===== config.mk =====
export PLATFORM = sky130hd
export DESIGN_NAME = load_store_seq_flat
export DESIGN_NICKNAME = d
export VERILOG_FILES = /design/src/rtl/load_store_seq_pkg.sv /design/src/rtl/load_store_seq_if.sv /design/src/rtl/load_store_seq_addr_gen.sv /design/src/rtl/load_store_seq.sv /design/src/flat_wrapper.sv
export SDC_FILE = /design/constraint.sdc
export NUM_CORES = 1
export LEC_CHECK = 0
export CAP_MARGIN = 20
export CORE_AREA = 2 2 149 151
export CTS_CLUSTER_DIAMETER = 120
export DETAILED_ROUTE_END_ITERATION = 16
export DIE_AREA = 0 0 151 153
export PLACE_DENSITY = 0.69
export SLEW_MARGIN = 25
export SYNTH_ARGS = -nofsm -noshare
export SYNTH_HDL_FRONTEND = slang
export SYNTH_SLANG_ARGS = --single-unit

===== constraint.sdc =====
create_clock -name clk -period 5.5 [get_ports clk]
set_clock_uncertainty 0.2 [all_clocks]
set_input_delay 0.55 -clock clk [delete_from_list [all_inputs] [get_ports clk]]
set_output_delay 0.55 -clock clk [all_outputs]
set_load 0.02 [all_outputs]

===== src/rtl/load_store_seq_pkg.sv =====
// Shared types and constants for the load/store sequencer.
package load_store_pkg;

    localparam int REG_IDX_W = 5;

    localparam logic OP_LD = 1'b0;
    localparam logic OP_ST = 1'b1;

    typedef enum logic [2:0] {
        IDLE = 3'd0,
        READ = 3'd1,
        MEM  = 3'd2,
        WB   = 3'd3,
        DONE = 3'd4
    } ls_state_e;

endpackage


===== src/rtl/load_store_seq_if.sv =====
// Data-memory request/ready bus between the sequencer (master) and memory (slave).
interface load_store_seq_if #(
    parameter int ADDR_W = 10,
    parameter int DATA_W = 64
);
    logic [ADDR_W-1:0] mem_addr;
    logic              mem_re;
    logic              mem_we;
    logic [DATA_W-1:0] mem_wdata;
    logic [DATA_W-1:0] mem_rdata;
    logic              mem_ready;

    modport master (
        output mem_addr, mem_re, mem_we, mem_wdata,
        input  mem_rdata, mem_ready
    );

    modport slave (
        input  mem_addr, mem_re, mem_we, mem_wdata,
        output mem_rdata, mem_ready
    );
endinterface


===== src/rtl/load_store_seq_addr_gen.sv =====
// Effective address generation: base + sign-extended offset, wrapped to DATA_W
// and truncated to ADDR_W. The misalign flag is only live when
// MISALIGN_CHECK_EN is defined; otherwise it is held at 0.
module ls_addr_gen #(
    parameter int DATA_W = 64,
    parameter int ADDR_W = 10,
    parameter int IMM_W  = 12
) (
    input  logic [DATA_W-1:0] base,
    input  logic [IMM_W-1:0]  imm,
    output logic [ADDR_W-1:0] ea,
    output logic              misalign
);
    logic [DATA_W-1:0] imm_sext;
    logic [DATA_W-1:0] sum;
    logic [DATA_W-ADDR_W-1:0] unused_sum_hi;

    // Full-width add so the wrap-around is exactly the 64-bit one.
    always_comb begin
        imm_sext = {{(DATA_W-IMM_W){imm[IMM_W-1]}}, imm};
        sum      = base + imm_sext;
        ea       = sum[ADDR_W-1:0];
`ifdef MISALIGN_CHECK_EN
        misalign = |sum[2:0];
`else
        misalign = 1'b0;
`endif
    end

    // Bits above the memory address range are intentionally discarded.
    assign unused_sum_hi = sum[DATA_W-1:ADDR_W];
endmodule


===== src/rtl/load_store_seq.sv =====
// Multi-cycle ld/sd sequencer between decode and the LoadStore datapath.
// Optional misaligned-address trap: MISALIGN_CHECK_EN.
//
// state | meaning
// IDLE  | waiting for start; all outputs quiet
// READ  | Ra/Rb drive the bank; base and store data captured at cycle end
// MEM   | memory request held until mem_ready
// WB    | load data written to Rw (suppressed for x0)
// DONE  | one-cycle done pulse (err alongside on a misaligned trap)
module load_store_seq
    import load_store_pkg::*;
#(
    parameter int DATA_W = 64,
    parameter int ADDR_W = 10,
    parameter int IMM_W  = 12
) (
    input  logic                 clk,
    input  logic                 rst_n,
    input  logic                 start,
    input  logic                 op_st,
    input  logic [REG_IDX_W-1:0] rs1,
    input  logic [REG_IDX_W-1:0] rs2,
    input  logic [REG_IDX_W-1:0] rd,
    input  logic [IMM_W-1:0]     imm,
    output logic [REG_IDX_W-1:0] Ra,
    output logic [REG_IDX_W-1:0] Rb,
    input  logic [DATA_W-1:0]    doutA,
    input  logic [DATA_W-1:0]    doutB,
    output logic [REG_IDX_W-1:0] Rw,
    output logic                 WE_Reg,
    output logic [DATA_W-1:0]    dIN,
    load_store_seq_if.master     mem,
    output logic                 busy,
    output logic                 done,
    output logic                 err
);
    ls_state_e            state;
    logic                 op_q;
    logic [REG_IDX_W-1:0] rd_q;
    logic [IMM_W-1:0]     imm_q;

    logic [ADDR_W-1:0]    addr_q;
    logic                 re_q;
    logic                 we_q;
    logic [DATA_W-1:0]    wdata_q;

    logic [ADDR_W-1:0]    ag_ea;
    logic                 ag_misalign;

    ls_addr_gen #(
        .DATA_W (DATA_W),
        .ADDR_W (ADDR_W),
        .IMM_W  (IMM_W)
    ) u_addr_gen (
        .base     (doutA),
        .imm      (imm_q),
        .ea       (ag_ea),
        .misalign (ag_misalign)
    );

    assign mem.mem_addr  = addr_q;
    assign mem.mem_re    = re_q;
    assign mem.mem_we    = we_q;
    assign mem.mem_wdata = wdata_q;

    // Sequencer FSM; every output is a register loaded on the transition into its state.
    always_ff @(posedge clk or negedge rst_n) begin
        if (!rst_n) begin
            state   <= IDLE;
            op_q    <= OP_LD;
            rd_q    <= '0;
            imm_q   <= '0;
            Ra      <= '0;
            Rb      <= '0;
            Rw      <= '0;
            WE_Reg  <= 1'b0;
            dIN     <= '0;
            addr_q  <= '0;
            re_q    <= 1'b0;
            we_q    <= 1'b0;
            wdata_q <= '0;
            busy    <= 1'b0;
            done    <= 1'b0;
            err     <= 1'b0;
        end else begin
            done   <= 1'b0;
            err    <= 1'b0;
            WE_Reg <= 1'b0;
            case (state)
                IDLE: begin
                    if (start) begin
                        op_q  <= op_st;
                        rd_q  <= rd;
                        imm_q <= imm;
                        Ra    <= rs1;
                        Rb    <= rs2;
                        busy  <= 1'b1;
                        state <= READ;
                    end
                end
                READ: begin
                    Ra <= '0;
                    Rb <= '0;
                    if (ag_misalign) begin
                        done  <= 1'b1;
                        err   <= 1'b1;
                        state <= DONE;
                    end else begin
                        addr_q  <= ag_ea;
                        re_q    <= (op_q == OP_LD);
                        we_q    <= (op_q == OP_ST);
                        wdata_q <= (op_q == OP_ST) ? doutB : '0;
                        state   <= MEM;
                    end
                end
                MEM: begin
                    if (mem.mem_ready) begin
                        addr_q  <= '0;
                        re_q    <= 1'b0;
                        we_q    <= 1'b0;
                        wdata_q <= '0;
                        if (op_q == OP_LD) begin
                            Rw     <= rd_q;
                            dIN    <= mem.mem_rdata;
                            WE_Reg <= (rd_q != '0);
                            state  <= WB;
                        end else begin
                            done  <= 1'b1;
                            state <= DONE;
                        end
                    end
                end
                WB: begin
                    Rw    <= '0;
                    dIN   <= '0;
                    done  <= 1'b1;
                    state <= DONE;
                end
                DONE: begin
                    busy  <= 1'b0;
                    state <= IDLE;
                end
                default: begin
                    busy  <= 1'b0;
                    state <= IDLE;
                end
            endcase
        end
    end
endmodule


===== src/flat_wrapper.sv =====
// flat-port wrapper written by rule: the top's interface ports become plain ports
module load_store_seq_flat import load_store_pkg::*;
#(
    parameter int DATA_W = 64,
    parameter int ADDR_W = 10,
    parameter int IMM_W  = 12
)
  (clk, rst_n, start, op_st, rs1, rs2, rd, imm, Ra, Rb, doutA, doutB, Rw, WE_Reg, dIN, busy, done, err, mem_mem_addr, mem_mem_re, mem_mem_we, mem_mem_wdata, mem_mem_rdata, mem_mem_ready);
  load_store_seq_if #(.ADDR_W(ADDR_W), .DATA_W(DATA_W)) mem_i ();
  input  logic clk;
  input  logic rst_n;
  input  logic start;
  input  logic op_st;
  input  logic [REG_IDX_W-1:0] rs1;
  input  logic [REG_IDX_W-1:0] rs2;
  input  logic [REG_IDX_W-1:0] rd;
  input  logic [IMM_W-1:0] imm;
  output logic [REG_IDX_W-1:0] Ra;
  output logic [REG_IDX_W-1:0] Rb;
  input  logic [DATA_W-1:0] doutA;
  input  logic [DATA_W-1:0] doutB;
  output logic [REG_IDX_W-1:0] Rw;
  output logic WE_Reg;
  output logic [DATA_W-1:0] dIN;
  output logic busy;
  output logic done;
  output logic err;
  output wire logic [$bits(mem_i.mem_addr)-1:0] mem_mem_addr;
  output wire logic [$bits(mem_i.mem_re)-1:0] mem_mem_re;
  output wire logic [$bits(mem_i.mem_we)-1:0] mem_mem_we;
  output wire logic [$bits(mem_i.mem_wdata)-1:0] mem_mem_wdata;
  input wire logic [$bits(mem_i.mem_rdata)-1:0] mem_mem_rdata;
  input wire logic [$bits(mem_i.mem_ready)-1:0] mem_mem_ready;
  assign mem_mem_addr = mem_i.mem_addr;
  assign mem_mem_re = mem_i.mem_re;
  assign mem_mem_we = mem_i.mem_we;
  assign mem_mem_wdata = mem_i.mem_wdata;
  assign mem_i.mem_rdata = mem_mem_rdata;
  assign mem_i.mem_ready = mem_mem_ready;
  load_store_seq #(.DATA_W(DATA_W), .ADDR_W(ADDR_W), .IMM_W(IMM_W)) u_core (.clk(clk), .rst_n(rst_n), .start(start), .op_st(op_st), .rs1(rs1), .rs2(rs2), .rd(rd), .imm(imm), .Ra(Ra), .Rb(Rb), .doutA(doutA), .doutB(doutB), .Rw(Rw), .WE_Reg(WE_Reg), .dIN(dIN), .mem(mem_i), .busy(busy), .done(done), .err(err));
endmodule

==> metrics, run 1 <==
gpl congestion=~0.77; Die Width=between 150 and 200 um; initial antenna violation count=0; main flop type after synthesis=dfrtp_1; fin crit period=~2.6 ns; Port Buffers=between 300 and 400; postcts setup bufs=0; Hold Crit Start=u_core.dIN[14]; first-pass GRT wire length=30.9 mm; Finished Core Util=roughly 52%; worst slew pin tran=between 0.7 and 0.8 ns; TritonCTS clock tree=done; status=complete, no violations; headroom to the max-slew limit=between 50 and 60%; Initial Utilization=32.7%; CP startpoint=mem_mem_ready; GR Util met1=21.6%; post-synthesis area per instance=approximately 11 um^2; Unique masters post-synth=42; # setup viols final=0; placement-stage cell area=around 11,000 um^2; met2 Usage GRT=a little over a quarter; die area=approximately 23,000 um^2; P_leak=around 5.0 nW; synth warn=0; core area=roughly 21,000 um^2; CTS H-Tree Depth=4; root buffer cell=clkbuf_16; sequential area share after synthesis=63.1%; vias in the first global route=5,703; RSZ-0062 raised after global routing=no; largest net degree at the start of global routing=178; busiest grt layer=met2; top-area cell type share of the netlist area=a little over three fifths; Max Root-Sink Buffers=2; WP data required=5.57 ns; cts bufs inserted=17; die height=about 150 um; Crit Path Class=primary input to flip-flop; Seq cells post-synth=~180; Synth top cells by count=dfrtp_1 (177), nand2_1 (152), o21ai_1 (79); Area Overhead vs Synth=58.4%; Routed WL=19.5 mm; Yosys top cell by area=dfrtp_1; share of cells above drive strength 1=under 10%; # nets final=about 1,200; Fmax=between 300 and 400 MHz; io pins=383; FF-to-FF Start=u_core.state[2]; reg2reg setup slack=between 2 and 3 ns; PD cells=roughly 600 nW/um^2; Tcrit/Tclk final=47.8%; Via Count=between 5,000 and 6,000; Cell Area, Synth=7020 um^2; GR Util met3=a little over 7%; Worst setup SP type=primary input; detailed placement HPWL=13.4 mm; gr usage total=around 17%; CTS clk-pin slew, worst paths=0.07 ns; Vias/cell=roughly 4.6; fraction of registers with async set/reset=100%; Worst VDD drop=240 uV; most frequent cell after synthesis=dfrtp_1; largest cells by area after synthesis=dfrtp_1 (63%), a22o_1 (9.5%), nand2_1 (8.1%), o21ai_1 (5.6%), mux2_1 (2.4%); kind of end point of the critical path=flip-flop; Final ANT Viol Nets=0; Final Hold Vio Count=0; Hold/Removal Path Class=flip-flop to flip-flop; row count=54; Final TNS setup=0 ns; Max-Cap Viols=0; DR WL/cell=approximately 16 um; CP Data Arrival Time=2.70 ns; Final Power=6.66 mW; post-route cell area=between 10,000 and 15,000 um^2; first drt pass iteration count=4; total gr overflow=0; cells after synthesis=625; Inserted Diodes=0; Post-Syn Nets=859; EDFF count, synth=0; worst skew pair latency=slightly above 0.4 ns; drt initial violations=264; Max Slew Vio Count=0; clk sinks=177; # DRC=0; crit path max fanout=a little under 80
[critical path: stages]
cell and delay [ns]:
clkdlybuf4s50_1 0.46, nor2b_1 0.21, o21ai_4 0.12, buf_4 0.47
buf_4 0.68, o21ai_1 0.17
[layout make-up]
cell class                 count  area [um^2]
fill                        1924        10400
clock inverter                14          148
timing repair buffer         334         3360
inverter                       5         18.8
tap                          280          350
multi-input combinational    400         2390
clock buffer                  17          425
sequential                   177         4430
[report_power, final]
| part | leakage [nW] | switching [mW] | internal (mW) |
|---|---|---|---|
| sequential | 2.27 | 0.332 | 1.89 |
| combinational | 2.45 | 1.72 | 1.52 |
| clock | 0.278 | 0.556 | 0.641 |
| total | 4.99 | 2.61 | 4.05 |
[timing repair]
item | in CTS | in global routing
endpoints found under the hold margin | 0 | 12
resized for setup | 0 | 0
endpoints found under the setup margin | 0 | 0
hold buffers | 0 | 1
[cells by family after synthesis]
kind of cell | count (synthesis) | synth area share (%)
AND/OR/NAND/NOR | 185 | 10.9
AO/OA/AOI/OAI | 183 | 17.7
flip-flops | 177 | 63.1
buffers and inverters | 48 | 3.10
multiplexers | 17 | 2.69
adder cells (fa/ha/maj) | 10 | 1.89
XOR/XNOR | 4 | 0.499
other | 1 | 0.0534
[layer usage]
layer	wire, um	share of wire (%)
met5	0	0
met4	308	1.6
met3	1950	10
met2	9170	47
met1	8070	41
[metrics by stage]
stage	hold slack (ns)	worst slack (ns)	cells
finish	0.284	2.87	1227
global route	0.305	2.65	1227
CTS	0.147	2.89	1225
detailed placement	0.273	2.43	1194
global placement	0.263	2.46	1194
floorplan	0.0544	3.11	625
[flip-flops by register name, indices dropped and copies added (netlist names)]
| name | flops |
|---|---|
| u_core.WE_Reg | 1 |
| u_core.mem.mem_addr | 10 |
| u_core.Ra | 5 |
| u_core.mem.mem_wdata | 64 |
| u_core.Rb | 5 |
| u_core.done | 1 |
| u_core.busy | 1 |
| u_core.dIN | 64 |
| u_core.mem.mem_we | 1 |
| u_core.mem.mem_re | 1 |
| u_core.rd_q | 5 |
| u_core.Rw | 5 |
| u_core.imm_q | 10 |
| u_core.state | 3 |
| u_core.op_q | 1 |
[cell usage in the layout (no fill, tap or decap), types with 2 or more instances in the layout]
master	netlist	final
a211oi_1	4	4
a21o_1	3	2
a21oi_1	8	8
a22o_1	76	76
buf_4	5	6
clkbuf_16	0	17
clkdlybuf4s50_1	0	324
clkinv_4	0	2
clkinvlp_4	0	2
dfrtp_1	177	177
ha_1	9	9
inv_1	5	5
inv_6	0	4
inv_8	0	4
mux2_1	15	15
mux2i_1	2	2
nand2_1	152	151
nand2b_1	3	3
nand3_1	2	2
nor2_1	12	12
nor2b_1	2	2
nor3_1	3	3
o21a_1	3	3
o21ai_0	5	5
o21ai_1	79	78
xnor2_1	3	3
[path summary, 6_finish.rpt]
path	endpoint	depth (start not counted)
setup reg to reg	u_core.dIN[21]	5
hold / removal	u_core.dIN[14]	2
max in group asynchronous	u_core.mem.mem_wdata[28]	4
setup / recovery	u_core.dIN[21]	6
min in group asynchronous	u_core.imm_q[9]	3
hold reg to reg	u_core.dIN[14]	2
No activity file was read; power rests on OpenSTA's default activity.
==> inputs of run 2 (changes only) <==
--- a/config.mk
+++ b/config.mk
@@ -10,7 +10,7 @@
 export CTS_CLUSTER_DIAMETER = 120
 export DETAILED_ROUTE_END_ITERATION = 16
 export DIE_AREA = 0 0 151 153
-export PLACE_DENSITY = 0.69
+export PLACE_DENSITY = 0.72
 export SLEW_MARGIN = 25
 export SYNTH_ARGS = -nofsm -noshare
 export SYNTH_HDL_FRONTEND = slang
==> constraint.sdc (replaced) <==
create_clock -name clk -period 2.3 [get_ports clk]
set_clock_uncertainty 0.2 [all_clocks]
set_input_delay 0.23 -clock clk [delete_from_list [all_inputs] [get_ports clk]]
set_output_delay 0.23 -clock clk [all_outputs]
set_load 0.02 [all_outputs]
==> run 2 against run 1 <==
Against the previous run:
- sequential share of layout area is 0.99 points lower
- critical path depth is 2 higher
- clock-buffer cell count is 1 higher
- global-route usage is 0.77 points higher
- largest cell class unchanged
- highest routed layer unchanged
==> metrics, run 2 (synthesis gave the netlist of run 1 again) <==
Crit path max-delay family=compound AO/OA/AOI/OAI gates; Area Overhead vs Synth=62.4%; Via Count=5,924 (+5.0%); detailed placement HPWL=14.9 mm (+11%); Max Root-Sink Buffers=2 (unchanged); Max stage delay cell, worst path=dfrtp_1; Worst VDD drop=606 uV (+150%); crit path max fanout=2 (-97%); TritonCTS clock tree=done; Placed Cells incl. Taps=1,221 (+2.3%); first-pass GRT wire length=32.3 mm (+4.6%); Final Hold Vio Count=0 (unchanged); Max-Cap Viols=0 (unchanged); worst slew pin tran=0.685 ns (-0.0510 ns); reg2reg end=u_core.mem.mem_addr[6]; drt initial violations=194 (-27%); FF-to-FF Start=u_core.imm_q[0]; Final TNS setup=0 ns (unchanged); PD cells=1430 nW/um^2 (+140%); Initial Utilization=32.7% (unchanged); Vias/cell=4.72 (+2.8%); Hold Path Depth=3 (+1); Multi-input gate area=2390 um^2 (+0.21%); status=complete, no violations; worst path cell trace=ha_2 > inv_2 > fa_2 > nor2b_4 > o31a_1 > o21a_1 > or3_1 > a32o_1; Port Buffers=325 (unchanged); root buffer cell=clkbuf_16; gr usage total=17.7% (+0.77 points); reg2reg setup slack=0.07 ns (-2.90 ns); vias in the first global route=6,095 (+6.9%); Die Width=151 um (unchanged); Routed WL=20.4 mm (+4.8%); CTS clk-pin slew, worst paths=0.08 ns (about the same); fin crit period=2.23 ns; core area=21,500 um^2 (unchanged); clk sinks=177 (unchanged); total gr overflow=0 (unchanged); kind of end point of the critical path=flip-flop; Finished Core Util=53.1% (+1.3 points); setup ws final=0.0743 ns (-2.79 ns); share of cells above drive strength 1=7.80% (+2.8 points); worst skew pair latency=0.42 ns (about the same); DR WL/cell=16.3 um (+2.6%); Hold EP=u_core.dIN[38]; # setup viols final=0 (unchanged); first drt pass iteration count=4 (unchanged); postcts setup bufs=0 (unchanged); register area=4430 um^2 (unchanged); largest net degree at the start of global routing=78 (-56%); P_leak=5.15 nW (+3.1%); gpl congestion=0.790 (+2.8%); Hold Crit Start=mem_mem_rdata[38]; Crit Path Class=flip-flop to flip-flop; Largest stage delay, worst path=0.39 ns (-0.29 ns); commonest non-fill, non-tap cell in the layout=clkdlybuf4s50_1; Max Slew Vio Count=0 (unchanged); WP data required=2.41 ns (-3.16 ns); commonest non-fill, non-tap cells in the layout=clkdlybuf4s50_1 (324), dfrtp_1 (177), nand2_1 (151); RSZ-0062 raised after global routing=yes; die height=153 um (unchanged); initial antenna violation count=0 (unchanged); io pins=383 (unchanged); cts bufs inserted=17 (unchanged); Final Instance Count excl. Fillers=1,254 (+2.2%); Worst setup SP type=flip-flop; # nets final=1,195 (+2.2%); Inserted Diodes=0 (unchanged); cells on worst reg2reg path=8 (+3); die area=23,100 um^2 (unchanged); Hold/Removal Path Class=primary input to flip-flop; Final ANT Viol Nets=0 (unchanged); pre-CTS setup slack=-0.256 ns (-2.68 ns); CP Data Arrival Time=2.33 ns (-0.37 ns); # DRC=0 (unchanged); CTS H-Tree Depth=4 (unchanged); number of filler instances in the final layout=1,908 (-0.83%); headroom to the max-slew limit=54.2% (+3.2 points); row count=54 (unchanged); Final Power=16.3 mW (+140%); Tcrit/Tclk final=~97%; Worst Path Buf+Inv=1 (-2); Fmax=approximately 450 MHz
run 2: worst min-delay path, delay by kind of cell:
family          cells  cell delay (ns)
simple gates        1             0.06
compound gates      1             0.05
buf+inv             1             0.40
run 2: metal layers:
| layer | wire, um | GRT usage, % | vias up |
|---|---|---|---|
| li1 | - | - | 2839 |
| met1 | 8750 | 22.2 | 2851 |
| met2 | 9650 | 29.4 | 215 |
| met3 | 1790 | 6.45 | 19 |
| met4 | 240 | 3.83 | 0 |
| met5 | 0 | 0 | - |
run 2: worst max-delay path by stage:
stage / start / end / slack, ns / cells after the start
after floorplan: u_core.imm_q[0] / u_core.mem.mem_addr[6] / 0.11 / 8
after global placement: doutA[0] / u_core.mem.mem_addr[6] / -0.24 / 9
after detailed placement: doutA[0] / u_core.mem.mem_addr[6] / -0.26 / 9
after CTS: u_core.imm_q[0] / u_core.mem.mem_addr[6] / 0.03 / 8
after global routing: u_core.imm_q[0] / u_core.mem.mem_addr[6] / -0.01 / 8
final: u_core.imm_q[0] / u_core.mem.mem_addr[6] / 0.07 / 8
run 2: cell type report:
class / count / share of cell area (%)
multi-input cells: 400 / 21.0
repair buffers: 360 / 31.9
inverters: 5 / 0.165
clock buffers: 18 / 3.76
well taps: 280 / 3.07
flip-flops and latches: 177 / 38.8
clock inverters: 14 / 1.29
run 2: what timing repair did:
| action | CTS | global route |
|---|---|---|
| gates resized for setup | 0 | 3 |
| hold endpoints to repair | 55 | 0 |
| endpoints found under the setup margin | 0 | 1 |
| hold buffers | 1 | 0 |
run 2: stage by stage:
step	instance area [um^2]	hold WS (ns)
2_1_floorplan	7020	-0.266
3_3_place_gp	10800	0.0705
3_5_place_dp	10800	0.0763
4_1_cts	11400	0.121
5_1_grt	11400	0.131
6_report	11400	0.139
run 2: report_power, final:
part,internal (mW),switching [mW]
clock,1.54,1.34
sequential,4.51,0.765
combinational,3.92,4.23
